$ cat src/rtl/vga_rx_pkg.sv
// Shared types and default 640x480@60 timing for the VGA receive path.
// CRC constants are used only when VGA_RX_CRC_EN is defined.
package vga_rx_pkg;

  typedef enum logic [1:0] {
    SEARCH,
    MEASURE,
    LOCKED
  } rx_state_t;

  localparam int DEF_H_TOTAL  = 800;
  localparam int DEF_H_START  = 144;
  localparam int DEF_H_ACTIVE = 640;
  localparam int DEF_V_TOTAL  = 525;
  localparam int DEF_V_START  = 35;
  localparam int DEF_V_ACTIVE = 480;
  localparam bit DEF_SYNC_POL = 1'b0;

  localparam logic [10:0] HCNT_MAX = 11'h7ff;
  localparam logic [9:0]  VCNT_MAX = 10'h3ff;

  localparam logic [15:0] CRC_POLY = 16'h1021;
  localparam logic [15:0] CRC_INIT = 16'hffff;

endpackage

$ cat src/rtl/vga_rx_crc16.sv
// One CRC-16-CCITT step over a 9-bit pixel, MSB first.
module vga_rx_crc16
  import vga_rx_pkg::*;
(
  input  logic [15:0] crc_in,
  input  logic [8:0]  data,
  output logic [15:0] crc_out
);

  always_comb begin
    crc_out = crc_in;
    for (int i = 8; i >= 0; i--) begin
      crc_out = {crc_out[14:0], 1'b0}
              ^ ((crc_out[15] ^ data[i]) ? CRC_POLY : 16'h0);
    end
  end

endmodule

$ cat src/rtl/vga_rx_decoder.sv
// VGA receive decoder: sync recovery, mode lock, pixel x/y/rgb stream.
// Define VGA_RX_CRC_EN to add a per-frame CRC-16 over valid pixels.
module vga_rx_decoder
  import vga_rx_pkg::*;
#(
  parameter int H_TOTAL  = DEF_H_TOTAL,
  parameter int H_START  = DEF_H_START,
  parameter int H_ACTIVE = DEF_H_ACTIVE,
  parameter int V_TOTAL  = DEF_V_TOTAL,
  parameter int V_START  = DEF_V_START,
  parameter int V_ACTIVE = DEF_V_ACTIVE,
  parameter bit SYNC_POL = DEF_SYNC_POL
) (
  input  logic        clk,
  input  logic        rst,
  input  logic        hs,
  input  logic        vs,
  input  logic [2:0]  r,
  input  logic [2:0]  g,
  input  logic [2:0]  b,
  output logic        pix_valid,
  output logic [9:0]  pix_x,
  output logic [9:0]  pix_y,
  output logic [8:0]  pix_rgb,
  output logic        frame_start,
  output logic        locked,
  output logic        err,
  output logic [15:0] frame_crc,
  output logic        crc_valid
);

  localparam logic [10:0] H_LAST = 11'(H_TOTAL - 1);
  localparam logic [10:0] H_LO   = 11'(H_START);
  localparam logic [10:0] H_HI   = 11'(H_START + H_ACTIVE);
  localparam logic [9:0]  V_LAST = 10'(V_TOTAL - 1);
  localparam logic [9:0]  V_LO   = 10'(V_START);
  localparam logic [9:0]  V_HI   = 10'(V_START + V_ACTIVE);

  logic        s1_hs, s1_vs, s2_hs, s2_vs;
  logic [8:0]  s1_rgb;
  logic [10:0] hcnt, hcnt_nx;
  logic [9:0]  vcnt, vcnt_nx;
  logic        armed, bad, frame_en;
  rx_state_t   state;

  logic hs_lead, vs_lead, line0, h_ok, sat, v_bad, act;

  assign hs_lead = (s1_hs == SYNC_POL) && (s2_hs != SYNC_POL);
  assign vs_lead = (s1_vs == SYNC_POL) && (s2_vs != SYNC_POL);
  assign line0   = hs_lead && (armed || vs_lead);
  assign h_ok    = (hcnt == H_LAST);
  assign sat     = !hs_lead && (hcnt == HCNT_MAX - 11'd1);
  // short frame at line 0, or an extra line past the end
  assign v_bad   = line0 ? (vcnt != V_LAST) : (vcnt == V_LAST);

  always_comb begin
    hcnt_nx = hcnt;
    vcnt_nx = vcnt;
    if (hs_lead) hcnt_nx = '0;
    else if (hcnt != HCNT_MAX) hcnt_nx = hcnt + 11'd1;
    if (line0) vcnt_nx = '0;
    else if (hs_lead && vcnt != VCNT_MAX) vcnt_nx = vcnt + 10'd1;
  end

  // state only changes where hcnt_nx is outside the active window
  assign act = (state == LOCKED) && frame_en
            && (hcnt_nx >= H_LO) && (hcnt_nx < H_HI)
            && (vcnt_nx >= V_LO) && (vcnt_nx < V_HI);

  assign locked = (state == LOCKED);

  always_ff @(posedge clk) begin
    if (rst) begin
      s1_hs       <= ~SYNC_POL;
      s1_vs       <= ~SYNC_POL;
      s2_hs       <= ~SYNC_POL;
      s2_vs       <= ~SYNC_POL;
      s1_rgb      <= '0;
      hcnt        <= '0;
      vcnt        <= '0;
      armed       <= 1'b0;
      bad         <= 1'b0;
      frame_en    <= 1'b0;
      state       <= SEARCH;
      err         <= 1'b0;
      pix_valid   <= 1'b0;
      pix_x       <= '0;
      pix_y       <= '0;
      pix_rgb     <= '0;
      frame_start <= 1'b0;
    end else begin
      s1_hs  <= hs;
      s1_vs  <= vs;
      s1_rgb <= {r, g, b};
      s2_hs  <= s1_hs;
      s2_vs  <= s1_vs;
      hcnt   <= hcnt_nx;
      vcnt   <= vcnt_nx;
      if (line0) armed <= 1'b0;
      else if (vs_lead) armed <= 1'b1;
      err         <= 1'b0;
      pix_valid   <= act;
      pix_x       <= act ? 10'(hcnt_nx - H_LO) : '0;
      pix_y       <= act ? (vcnt_nx - V_LO) : '0;
      pix_rgb     <= act ? s1_rgb : '0;
      frame_start <= act && (hcnt_nx == H_LO) && (vcnt_nx == V_LO);
      unique case (state)
        SEARCH: begin
          if (line0) begin
            state <= MEASURE;
            bad   <= 1'b0;
          end
        end
        MEASURE: begin
          if (sat) state <= SEARCH;
          else if (line0)
            state <= (!bad && h_ok && !v_bad) ? LOCKED : SEARCH;
          else if (hs_lead && !h_ok) bad <= 1'b1;
        end
        LOCKED: begin
          if (sat || (hs_lead && (!h_ok || v_bad))) begin
            err      <= 1'b1;
            state    <= SEARCH;
            frame_en <= 1'b0;
          end else if (line0) frame_en <= 1'b1;
        end
        default: state <= SEARCH;
      endcase
    end
  end

`ifdef VGA_RX_CRC_EN
  localparam logic [9:0] X_LAST = 10'(H_ACTIVE - 1);
  localparam logic [9:0] Y_LAST = 10'(V_ACTIVE - 1);

  logic [15:0] crc_acc, crc_nx;
  logic        crc_run, last_pix;

  assign last_pix = pix_valid && (pix_x == X_LAST) && (pix_y == Y_LAST);

  vga_rx_crc16 u_crc (
    .crc_in  (frame_start ? CRC_INIT : crc_acc),
    .data    (pix_rgb),
    .crc_out (crc_nx)
  );

  always_ff @(posedge clk) begin
    if (rst) begin
      crc_acc   <= '0;
      crc_run   <= 1'b0;
      frame_crc <= '0;
      crc_valid <= 1'b0;
    end else begin
      crc_valid <= 1'b0;
      if (!locked) crc_run <= 1'b0;
      else if (pix_valid) begin
        crc_acc <= crc_nx;
        if (frame_start) crc_run <= 1'b1;
        if (last_pix && (crc_run || frame_start)) begin
          frame_crc <= crc_nx;
          crc_valid <= 1'b1;
          crc_run   <= 1'b0;
        end
      end
    end
  end
`else
  assign frame_crc = 16'h0;
  assign crc_valid = 1'b0;
`endif

endmodule

$ cat config.mk
export PLATFORM = sky130hd
export DESIGN_NAME = vga_rx_decoder
export DESIGN_NICKNAME = d
export VERILOG_FILES = /design/src/rtl/vga_rx_pkg.sv /design/src/rtl/vga_rx_crc16.sv /design/src/rtl/vga_rx_decoder.sv
export SDC_FILE = /design/constraint.sdc
export NUM_CORES = 1
export LEC_CHECK = 0
export ABC_AREA = 1
export CAP_MARGIN = 10
export CORE_MARGIN = 5
export CORE_UTILIZATION = 55
export CTS_BUF_LIST = sky130_fd_sc_hd__clkbuf_8 sky130_fd_sc_hd__clkbuf_16
export DETAILED_ROUTE_END_ITERATION = 12
export PLACE_DENSITY_LB_ADDON = 0.15
export SLEW_MARGIN = 40
export SYNTH_ARGS = -nofsm -noshare
export SYNTH_HDL_FRONTEND = slang
export SYNTH_SLANG_ARGS = --single-unit
$ cat constraint.sdc
create_clock -name clk -period 3.7 [get_ports clk]
set_input_delay 0.37 -clock clk [delete_from_list [all_inputs] [get_ports clk]]
set_output_delay 0.37 -clock clk [all_outputs]
set_load 0.05 [all_outputs]
### After elaboration in Yosys (flattened, before gate mapping)

Cells that the tools add are included.

* register bits after elaboration: 71
* output and inout port bits: 50
* word-level logic and storage cells: 96

* $add $sub $neg: 4
* magnitude comparators: 4
* equal/unequal tests: 16
* multiplexer cells: 19
* bitwise gates (word level): 4
* reduce and logical (&&, ||, !) cells: 32

Operator list (count)
* 11-bit 2-to-1 mux: 2
* 10-bit 2-to-1 mux: 2
* 10-bit != test (second input constant): 2
* 1-bit logical AND: 16
* 11-bit by 1-bit adder with 11-bit output (second input constant): 1
* 11-bit by 10-bit equality test with 1-bit output (second input constant): 1
* 11-bit equality test (second input constant): 1
* 11-bit by 8-bit equality test with 1-bit output (second input constant): 1
* 11-bit by 8-bit greater-or-equal comparator with 1-bit output (second input constant): 1
* 11-bit by 10-bit less-than comparator with 1-bit output (second input constant): 1
* 11-bit != test (second input constant): 1
* 10-bit by 1-bit adder with 10-bit output (second input constant): 1
* 10-bit equality test (second input constant): 1
* 10-bit by 6-bit equality test with 1-bit output (second input constant): 1
* 10-bit by 6-bit greater-or-equal comparator with 1-bit output (second input constant): 1
* 10-bit less-than comparator (second input constant): 1
* 2-bit 2-to-1 mux: 5
* 10-bit by 6-bit subtractor with 10-bit output (second input constant): 1
* 10-bit by 8-bit subtractor with 10-bit output (second input constant): 1
* 1-bit 2-to-1 mux: 8
* 2-bit != test (second input constant): 4
* 2-bit one-hot mux with 3 select lines: 1
* 2-bit OR reduction: 3
* 5-bit AND reduction: 1
* 12 further kinds: 21

### Depth between registers and ports, before layout

Gate-level depths: netlist of run 1.

* depth in word-level cells: 11
* depth in mapped cells: 18
* depth with buffers taken out: 17

### Least setup slack after synthesis of run 1

Ideal clock, no wire load.

* kind: reg-to-reg
* start point: register vcnt[0]
* end point: register pix_y[0]
* setup time: 0.117 ns
* arrival: 2.144 ns
* required time: 3.583 ns
* slack: 1.439 ns
* cell stages (with the launch flop): 17
* path through: dfxtp_1 ha_1 inv_1 nor2_4 nand3_4 nand2_4 nand2_1 nand2_1 nor2_1 ha_1 inv_1 nand2_1 o21ai_1 nand2_1 nand3_2 buf_6 nor2_2

* longest elaborated chain between the ends: 9
* elaborated cells on any way between the ends: 12

Ends and longest elaborated chain
* from (decl): RTL line vga_rx_decoder.sv:42 `logic [9:0] vcnt, vcnt_nx;`
* from (signal assigned): RTL line vga_rx_decoder.sv:98 `vcnt <= vcnt_nx;`
* parallel branches: the longest is 2 deep, another holds 10-bit by 1-bit adder with 10-bit output
* 10-bit 2-to-1 mux (*): RTL line vga_rx_decoder.sv:62 `else if (hs_lead && vcnt != VCNT_MAX) vcnt_nx = vcnt + 10'd1;`
* 10-bit 2-to-1 mux (*): RTL line vga_rx_decoder.sv:61 `if (line0) vcnt_nx = '0;`
* via vcnt_nx[0]: RTL line vga_rx_decoder.sv:42
* 10-bit by 6-bit greater-or-equal comparator with 1-bit output: RTL line vga_rx_decoder.sv:68 `&& (vcnt_nx >= V_LO) && (vcnt_nx < V_HI);`
* 1-bit logical AND (2 in series): RTL line vga_rx_decoder.sv:68
* 1-bit inverter (no source line)
* 2-bit OR reduction (no source line)
* to (signal assigned): RTL line vga_rx_decoder.sv:104 `pix_y <= act ? (vcnt_nx - V_LO) : '0;`
* to (decl): RTL line vga_rx_decoder.sv:23 `output logic [9:0] pix_y,`

Mark *: on every way through the listed nets, which the timed path passes.
A chain may end at the register's enable or synchronous reset.

### Worst setup path in the final report of run 1

* start point: register vcnt[0]
* end point: register pix_rgb[2]

* longest elaborated chain between the ends: 9
* elaborated cells on any way between the ends: 11

Ends and longest elaborated chain
* parallel branches: the longest is 2 deep, another holds 10-bit by 1-bit adder with 10-bit output
* 10-bit 2-to-1 mux (*): RTL line vga_rx_decoder.sv:62
* 10-bit 2-to-1 mux (*): RTL line vga_rx_decoder.sv:61
* via vcnt_nx[0]: RTL line vga_rx_decoder.sv:42
* 10-bit by 6-bit greater-or-equal comparator with 1-bit output: RTL line vga_rx_decoder.sv:68
* 1-bit logical AND: RTL line vga_rx_decoder.sv:68
* 1-bit logical AND (*): RTL line vga_rx_decoder.sv:68
* 1-bit inverter (no source line) (*)
* 2-bit OR reduction (no source line) (*)
* to (signal assigned): RTL line vga_rx_decoder.sv:105 `pix_rgb <= act ? s1_rgb : '0;`
* to (decl): RTL line vga_rx_decoder.sv:24 `output logic [8:0] pix_rgb,`

Marked as above.

==> reports/results.ini, run 1 <==
[synth]
synth-seq-cells = 71
synth.avg_cell_area_um2 = 7.36
synth_area_leaders = dfxtp_1 (39%), nand2_1 (10%), inv_1 (7.5%), nor2_1 (6.3%), nor2_2 (5.7%)
synth_top_area_cell = dfxtp_1
synth_top_area_share_pct = 39.3
ys_warn_count = 0
netlist_area_mm2 = 0.00362
synth_async_sr_flop_share_pct = 0
yosys.cell_types.count = 37
ys.flop_type = dfxtp_1
netlist_instances = 492
synth_edf_count = 0
ys_seq_area_share_pct = 39.3

[global_routing]
grt_pass1_vias = 2730
grt_antenna_before_repair = 0
grt_max_degree = 36
grt_usage_pct = 18.4
grt_overflow_total = 0
grt_pass1_wl_um = 12600

[finish]
fillers = 564
final_area_mm2 = 0.00426
synthToLayoutAreaGrowth_pct = 17.7
drive_gt1_share_pct = 17.1
antenna_cells = 0
nets = 560

[floorplan]
chipWidth_um = 91.1
rows = 29
io_pins = 63
die_area_mm2 = 0.00830
die_y_um = 91.1
core_mm2 = 0.00639
initial_core_util_pct = 56.7

[hold_path]
hold_path.class = reg -> reg

[timing]
period_share_pct = 77.6
fin_setup_tns_ns = 0
maxSlewViolCount = 0
relSlewSlack_pct = 65.0
setup_viol = 0
tightest_slew_ns = 0.523
rsz0062_at_grt = false
fin_skew_ns = 0.00925
whs_ns = 0.422
post-route-min-period_ns = 2.87
hold_violations = 0
timing.fmax_mhz = 348

[drt]
detailroute.via_count = 2952
vias_per_cell = 4.75
ant_nets = 0
first_pass_iters = 5
wl_per_cell_um = 11.9
first_iter_violations = 149
drt-total-wl_um = 7390
drc_errors = 0

[clocking]
cts.clk_slew.worst_paths_ns = 0.07
cts_root_buf = clkbuf_8
cts_tree = yes
cts_setup_buffers = 0
post_cts_resize_count = 0
clock_latency_ns = 0.34
cts_buffer_depth = 2
cts-htree-levels = 3
cts.sinks = 71
cts_buffers = 9
cts.hold.buffers_added = 0

[placed_design]
portBuffers = 45
dp_hpwl_um = 5500
postPlaceCellArea_mm2 = 0.00404
gp_congestion = 0.852

[power]
leakagePower_nw = 2.05
max-vdd-ir-drop_v = 0.000337
p_total_mw = 1.59
power_density_mw_per_mm2 = 373

[worst_setup_path]
critPathCaptureType = flop
critPathLaunchType = flop
path_max_fanout = 29
cp.required_ns = 3.92
arrival_ns = 3.09
worstSetupPathType = reg -> reg

[job]
drv_cap = 0

[status]
status = complete, no violations

## registers in the layout (all words and copies together) (netlist names)
register	flops
pix_y	10
s2_hs	1
hcnt	11
s1_rgb	9
state	2
frame_en	1
bad	1
pix_x	10
s1_hs	1
pix_rgb	9
s1_vs	1
err	1
s2_vs	1
frame_start	1
pix_valid	1
vcnt	10
armed	1
## report_power, final
| group | total [mW] | switching [mW] | internal, mW |
|---|---|---|---|
| sequential | 0.784 | 0.00814 | 0.776 |
| clock | 0.683 | 0.287 | 0.395 |
| combinational | 0.121 | 0.0892 | 0.0319 |
| total | 1.59 | 0.385 | 1.20 |
## stage by stage
step | cells | setup slack (ns) | utilization [%]
finish | 621 | 0.829 | 66.7
global route | 621 | 0.587 | 66.7
CTS | 621 | 0.833 | 66.7
detailed placement | 606 | 0.870 | 63.3
global placement | 606 | 0.965 | 63.3
floorplan | 508 | 1.44 | -
## cell type report
type                    instances  area [um2]  area share (%)
inverters                      77         292            6.84
repair buffers                 47         465            10.9
clock inverters                 5        82.6            1.94
clock buffers                  10         138            3.23
flip-flops and latches         71        1420            33.4
well taps                      77        96.3            2.26
multi-input cells             334        1770            41.4
## worst max-delay path, stage by stage, from the launching register on
cell	delay, ns
dfxtp_1	0.43
ha_1	0.21
inv_1	0.08
nor2_4	0.15
nand3_4	0.16
nand2_4	0.14
nand2_1	0.06
nand2_1	0.11
nor2_1	0.08
ha_1	0.21
inv_1	0.09
nand2_1	0.11
o21ai_1	0.24
nand2_1	0.11
nand3_2	0.10
buf_4	0.41
nor2_2	0.05
## synth_stat cells, types with 2 or more instances
library cell and count:
nor2_1 61, nand3b_1 5, nand2_4 5, or2_2 3
a21oi_1 3, dfxtp_1 71, nand3_2 8, o21ai_1 2
nor4_1 2, nor3_1 5, nand2_1 101, o21ai_0 6
xor2_1 4, nand3_4 2, buf_4 17, buf_6 4
nand4_1 9, ha_1 7, nand3_1 33, inv_2 4
nand2_2 13, inv_1 72, nor2_2 33, nor2_4 5
clkbuf_1 4, o22ai_1 2
## cell families (layout without fill, tap and decap cells)
kind of cell               after synthesis  after routing  synth area share [%]
AOI/OAI and AO/OA                       17             17                  2.70
xor gates and xnor gates                 5              5                  1.21
adders and majority gates                7              7                  2.42
buffers and inverters                  103            139                  13.6
DFF                                     71             71                  39.3
other                                    1             17                 0.104
and+or+nand+nor                        288            288                  40.7
## placed cells by master (no fill, tap or decap), types with 3 or more instances in the layout
| cell type | count |
|---|---|
| nand3_1 | 33 |
| nand2_4 | 5 |
| nor3_1 | 5 |
| nor2_4 | 5 |
| inv_1 | 72 |
| or2_2 | 3 |
| inv_2 | 4 |
| clkdlybuf4s50_1 | 45 |
| a21oi_1 | 3 |
| nand2_2 | 13 |
| conb_1 | 17 |
| o21ai_0 | 6 |
| clkbuf_8 | 10 |
| xor2_1 | 4 |
| nand4_1 | 9 |
| nor2_1 | 61 |
| nand3b_1 | 5 |
| nor2_2 | 33 |
| ha_1 | 7 |
| nand2_1 | 101 |
| nand3_2 | 8 |
| dfxtp_1 | 71 |
## per-layer routing
layer	vias up	GRT usage, %	share of wire, %
met2	80	31.0	50
met4	0	4.52	0.83
met1	1294	22.7	43
met3	8	6.12	5.6
li1	1570	-	-
met5	-	0	0
## worst paths after layout
kind	from	endpoint	slack, ns	cells past startpoint
worst max-delay path	vcnt[0]	pix_rgb[2]	0.83	16
worst min-delay path	s1_rgb[4]	pix_rgb[4]	0.42	2
worst max register to register	vcnt[0]	pix_rgb[2]	0.83	16
worst min register to register	s1_rgb[4]	pix_rgb[4]	0.42	2
Power figures use the tool's default switching activity.
==> inputs of run 2 (changes only) <==
--- a/config.mk
+++ b/config.mk
@@ -8,7 +8,7 @@
 export ABC_AREA = 1
 export CAP_MARGIN = 10
 export CORE_MARGIN = 5
-export CORE_UTILIZATION = 55
+export CORE_UTILIZATION = 53
 export CTS_BUF_LIST = sky130_fd_sc_hd__clkbuf_8 sky130_fd_sc_hd__clkbuf_16
 export DETAILED_ROUTE_END_ITERATION = 12
 export PLACE_DENSITY_LB_ADDON = 0.15
==> constraint.sdc (replaced) <==
create_clock -name clk -period 2.8 [get_ports clk]
set_input_delay 0.28 -clock clk [delete_from_list [all_inputs] [get_ports clk]]
set_output_delay 0.28 -clock clk [all_outputs]
set_load 0.05 [all_outputs]
==> run 2 against run 1 <==
Core utilization fell by 2.8 points. Largest power group unchanged. Critical endpoint is now pix_y[0]. Die area rose by 3.4%. Global-route usage rose by 2.0 points. Power rose by 29%.
==> reports/results.ini, run 2 (synthesis gave the netlist of run 1 again) <==
[placed_design]
dp.cells = 612  ; +0.99%
dp_hpwl_um = 5890  ; +7.2%
gp_congestion = 0.914  ; +7.3%
portBuffers = 45  ; unchanged
postPlaceCellArea_mm2 = 0.00408  ; +0.96%

[clocking]
clock_latency_ns = 0.35  ; about the same
cts_root_buf = clkbuf_8
cts_setup_buffers = 0  ; unchanged
cts.sinks = 71  ; unchanged
cts_buffer_depth = 2  ; unchanged
cts-htree-levels = 3  ; unchanged
cts_tree = yes
cts.clk_slew.worst_paths_ns = 0.08  ; about the same
cts_buffers = 9  ; unchanged
post_cts_resize_count = 0  ; unchanged
cts.hold.buffers_added = 0  ; unchanged

[finish]
largest_register = hcnt
post-route-util_pct = 63.9  ; -2.8 points
synthToLayoutAreaGrowth_pct = 18.7
largest_reg_flops = 11  ; unchanged
instances_no_fill = 628  ; +1.1%
nets = 563  ; +0.54%
final_cell_mix = nand2_1 (101), inv_1 (72), dfxtp_1 (69), nor2_1 (59), clkdlybuf4s50_1 (45)
antenna_cells = 0  ; unchanged
fillers = 601  ; +6.6%
final_common_cell = nand2_1
drive_gt1_share_pct = 18.6  ; +1.5 points
final_area_mm2 = 0.00430  ; +0.82%

[drt]
vias_per_cell = 4.91  ; +3.4%
drc_errors = 0  ; unchanged
ant_nets = 0  ; unchanged
detailroute.via_count = 3086  ; +4.5%
wl_per_cell_um = 12.6  ; +5.8%
first_pass_iters = 5  ; unchanged
first_iter_violations = 122  ; -18%
drt-total-wl_um = 7900  ; +6.9%

[timing]
setup_viol = 0  ; unchanged
tightest_slew_ns = 0.523  ; +0.000173 ns
timing.fmax_mhz = 388  ; +11%
maxSlewViolCount = 0  ; unchanged
post-route-min-period_ns = 2.58  ; -0.294 ns
fin_setup_tns_ns = 0  ; unchanged
relSlewSlack_pct = 65.0  ; about the same
hold_violations = 0  ; unchanged
whs_ns = 0.420  ; -0.00202 ns
fin_skew_ns = 0.0107  ; +0.00147 ns
period_share_pct = 92.1  ; +14 points

[worst_setup_path]
slowest_delay_ns = 0.39  ; -0.04 ns
critPathCaptureType = flop
critPathLaunchType = flop
path_max_fanout = 19  ; -34%
cp_slowest_cell = dfxtp_2
cp.required_ns = 3.09  ; -0.83 ns
crit_chain = ha_1, inv_1, nor2_4, nand3_4, nand2_4, nand2_1, nand2_1, nor2_2, ha_1, inv_1, nand2_1, nor2_2, nand3_2, nand2_2, nand3_2, buf_12, nor2_2
critical_path_buf_inv_count = 3  ; unchanged
worstSetupPathType = reg -> reg
cp_top_family = simple AND/OR/NAND/NOR gates
arrival_ns = 2.86  ; -0.23 ns

[power]
power_density_mw_per_mm2 = 479  ; +28%
leakagePower_nw = 2.05  ; +0.37%
max-vdd-ir-drop_v = 0.000354  ; +4.9%

[floorplan]
die_y_um = 92.6  ; +1.7%
initial_core_util_pct = 53.9  ; -2.8 points
die_area_mm2 = 0.00858  ; +3.4%
core_mm2 = 0.00672  ; +5.2%
chipWidth_um = 92.6  ; +1.7%
io_pins = 63  ; unchanged
rows = 30  ; +3.4%

[hold_path]
hold_path.class = reg -> reg

[global_routing]
grt_max_degree = 36  ; unchanged
grt_antenna_before_repair = 0  ; unchanged
grt_overflow_total = 0  ; unchanged
grt_pass1_vias = 3070  ; +12%
grt_pass1_wl_um = 14000  ; +11%
grt_usage_pct = 20.4  ; +2.0 points

[status]
status = complete, no violations

[job]
drv_cap = 0  ; unchanged

run 2: cell count changes in the layout (fill, tap and decap cells not counted):
cell        change
dfxtp_2         +2
dfxtp_1         -2
clkinv_4        -1
o21ai_1         -1
nor2_1          -2
nor2_2          +2
buf_12          +1
clkinvlp_4      +2
inv_6           +1
bufinv_16       -1
buf_4           +2
o21ai_2         +1
run 2: layout make-up:
type                            instances  area [um2]  area share (%)
Timing Repair Buffer                   50         500            11.7
Clock inverter                          6        67.6            1.57
Clock buffer                           10         138            3.20
Sequential cell                        71        1420            33.1
Multi-Input combinational cell        334        1770            41.3
Tap cell                               80         100            2.33
Inverter                               77         292            6.79
run 2: metrics by stage:
step | worst slack [ns] | power [mW]
5_1_grt | -0.00581 | 2.15
6_report | 0.222 | 2.06
3_3_place_gp | 0.341 | 1.22
4_1_cts | 0.165 | 2.07
3_5_place_dp | 0.220 | 1.22
2_1_floorplan | 0.539 | 1.20
run 2: worst paths after layout:
path / startpoint / endpoint / slack [ns] / cells past startpoint
worst max register to register: vcnt[0] / pix_y[0] / 0.22 / 17
worst max-delay path: vcnt[0] / pix_y[0] / 0.22 / 17
worst min-delay path: s1_vs / s2_vs / 0.42 / 2
worst min register to register: s1_vs / s2_vs / 0.42 / 2
run 2: worst register-to-register path, stage by stage, from the launching register on:
cell	delay [ns]
dfxtp_2	0.39
ha_1	0.18
inv_1	0.08
nor2_4	0.15
nand3_4	0.15
nand2_4	0.13
nand2_1	0.06
nand2_1	0.13
nor2_2	0.08
ha_1	0.22
inv_1	0.09
nand2_1	0.14
nor2_2	0.15
nand3_2	0.08
nand2_2	0.07
nand3_2	0.11
buf_12	0.18
nor2_2	0.12
run 2: power breakdown:
group          internal [mW]  switching (mW)
sequential              1.03          0.0105
clock                  0.439           0.416
combinational         0.0440           0.121
total                   1.51           0.548
run 2: metal layers:
layer	global-route usage, %	share of wire [%]	up-vias	wire length [um]
li1	-	-	1573	-
met1	24.2	44	1427	3490
met2	35.4	50	72	3970
met3	4.55	3.7	14	296
met4	8.42	1.8	0	141
met5	0	0	-	0
==> inputs of run 3 (changes only) <==
--- a/config.mk
+++ b/config.mk
@@ -9,7 +9,6 @@
 export CAP_MARGIN = 10
 export CORE_MARGIN = 5
 export CORE_UTILIZATION = 53
-export CTS_BUF_LIST = sky130_fd_sc_hd__clkbuf_8 sky130_fd_sc_hd__clkbuf_16
 export DETAILED_ROUTE_END_ITERATION = 12
 export PLACE_DENSITY_LB_ADDON = 0.15
 export SLEW_MARGIN = 40
==> results of run 3 <==
Final layout, timing and power as in run 2 (identical DEF).
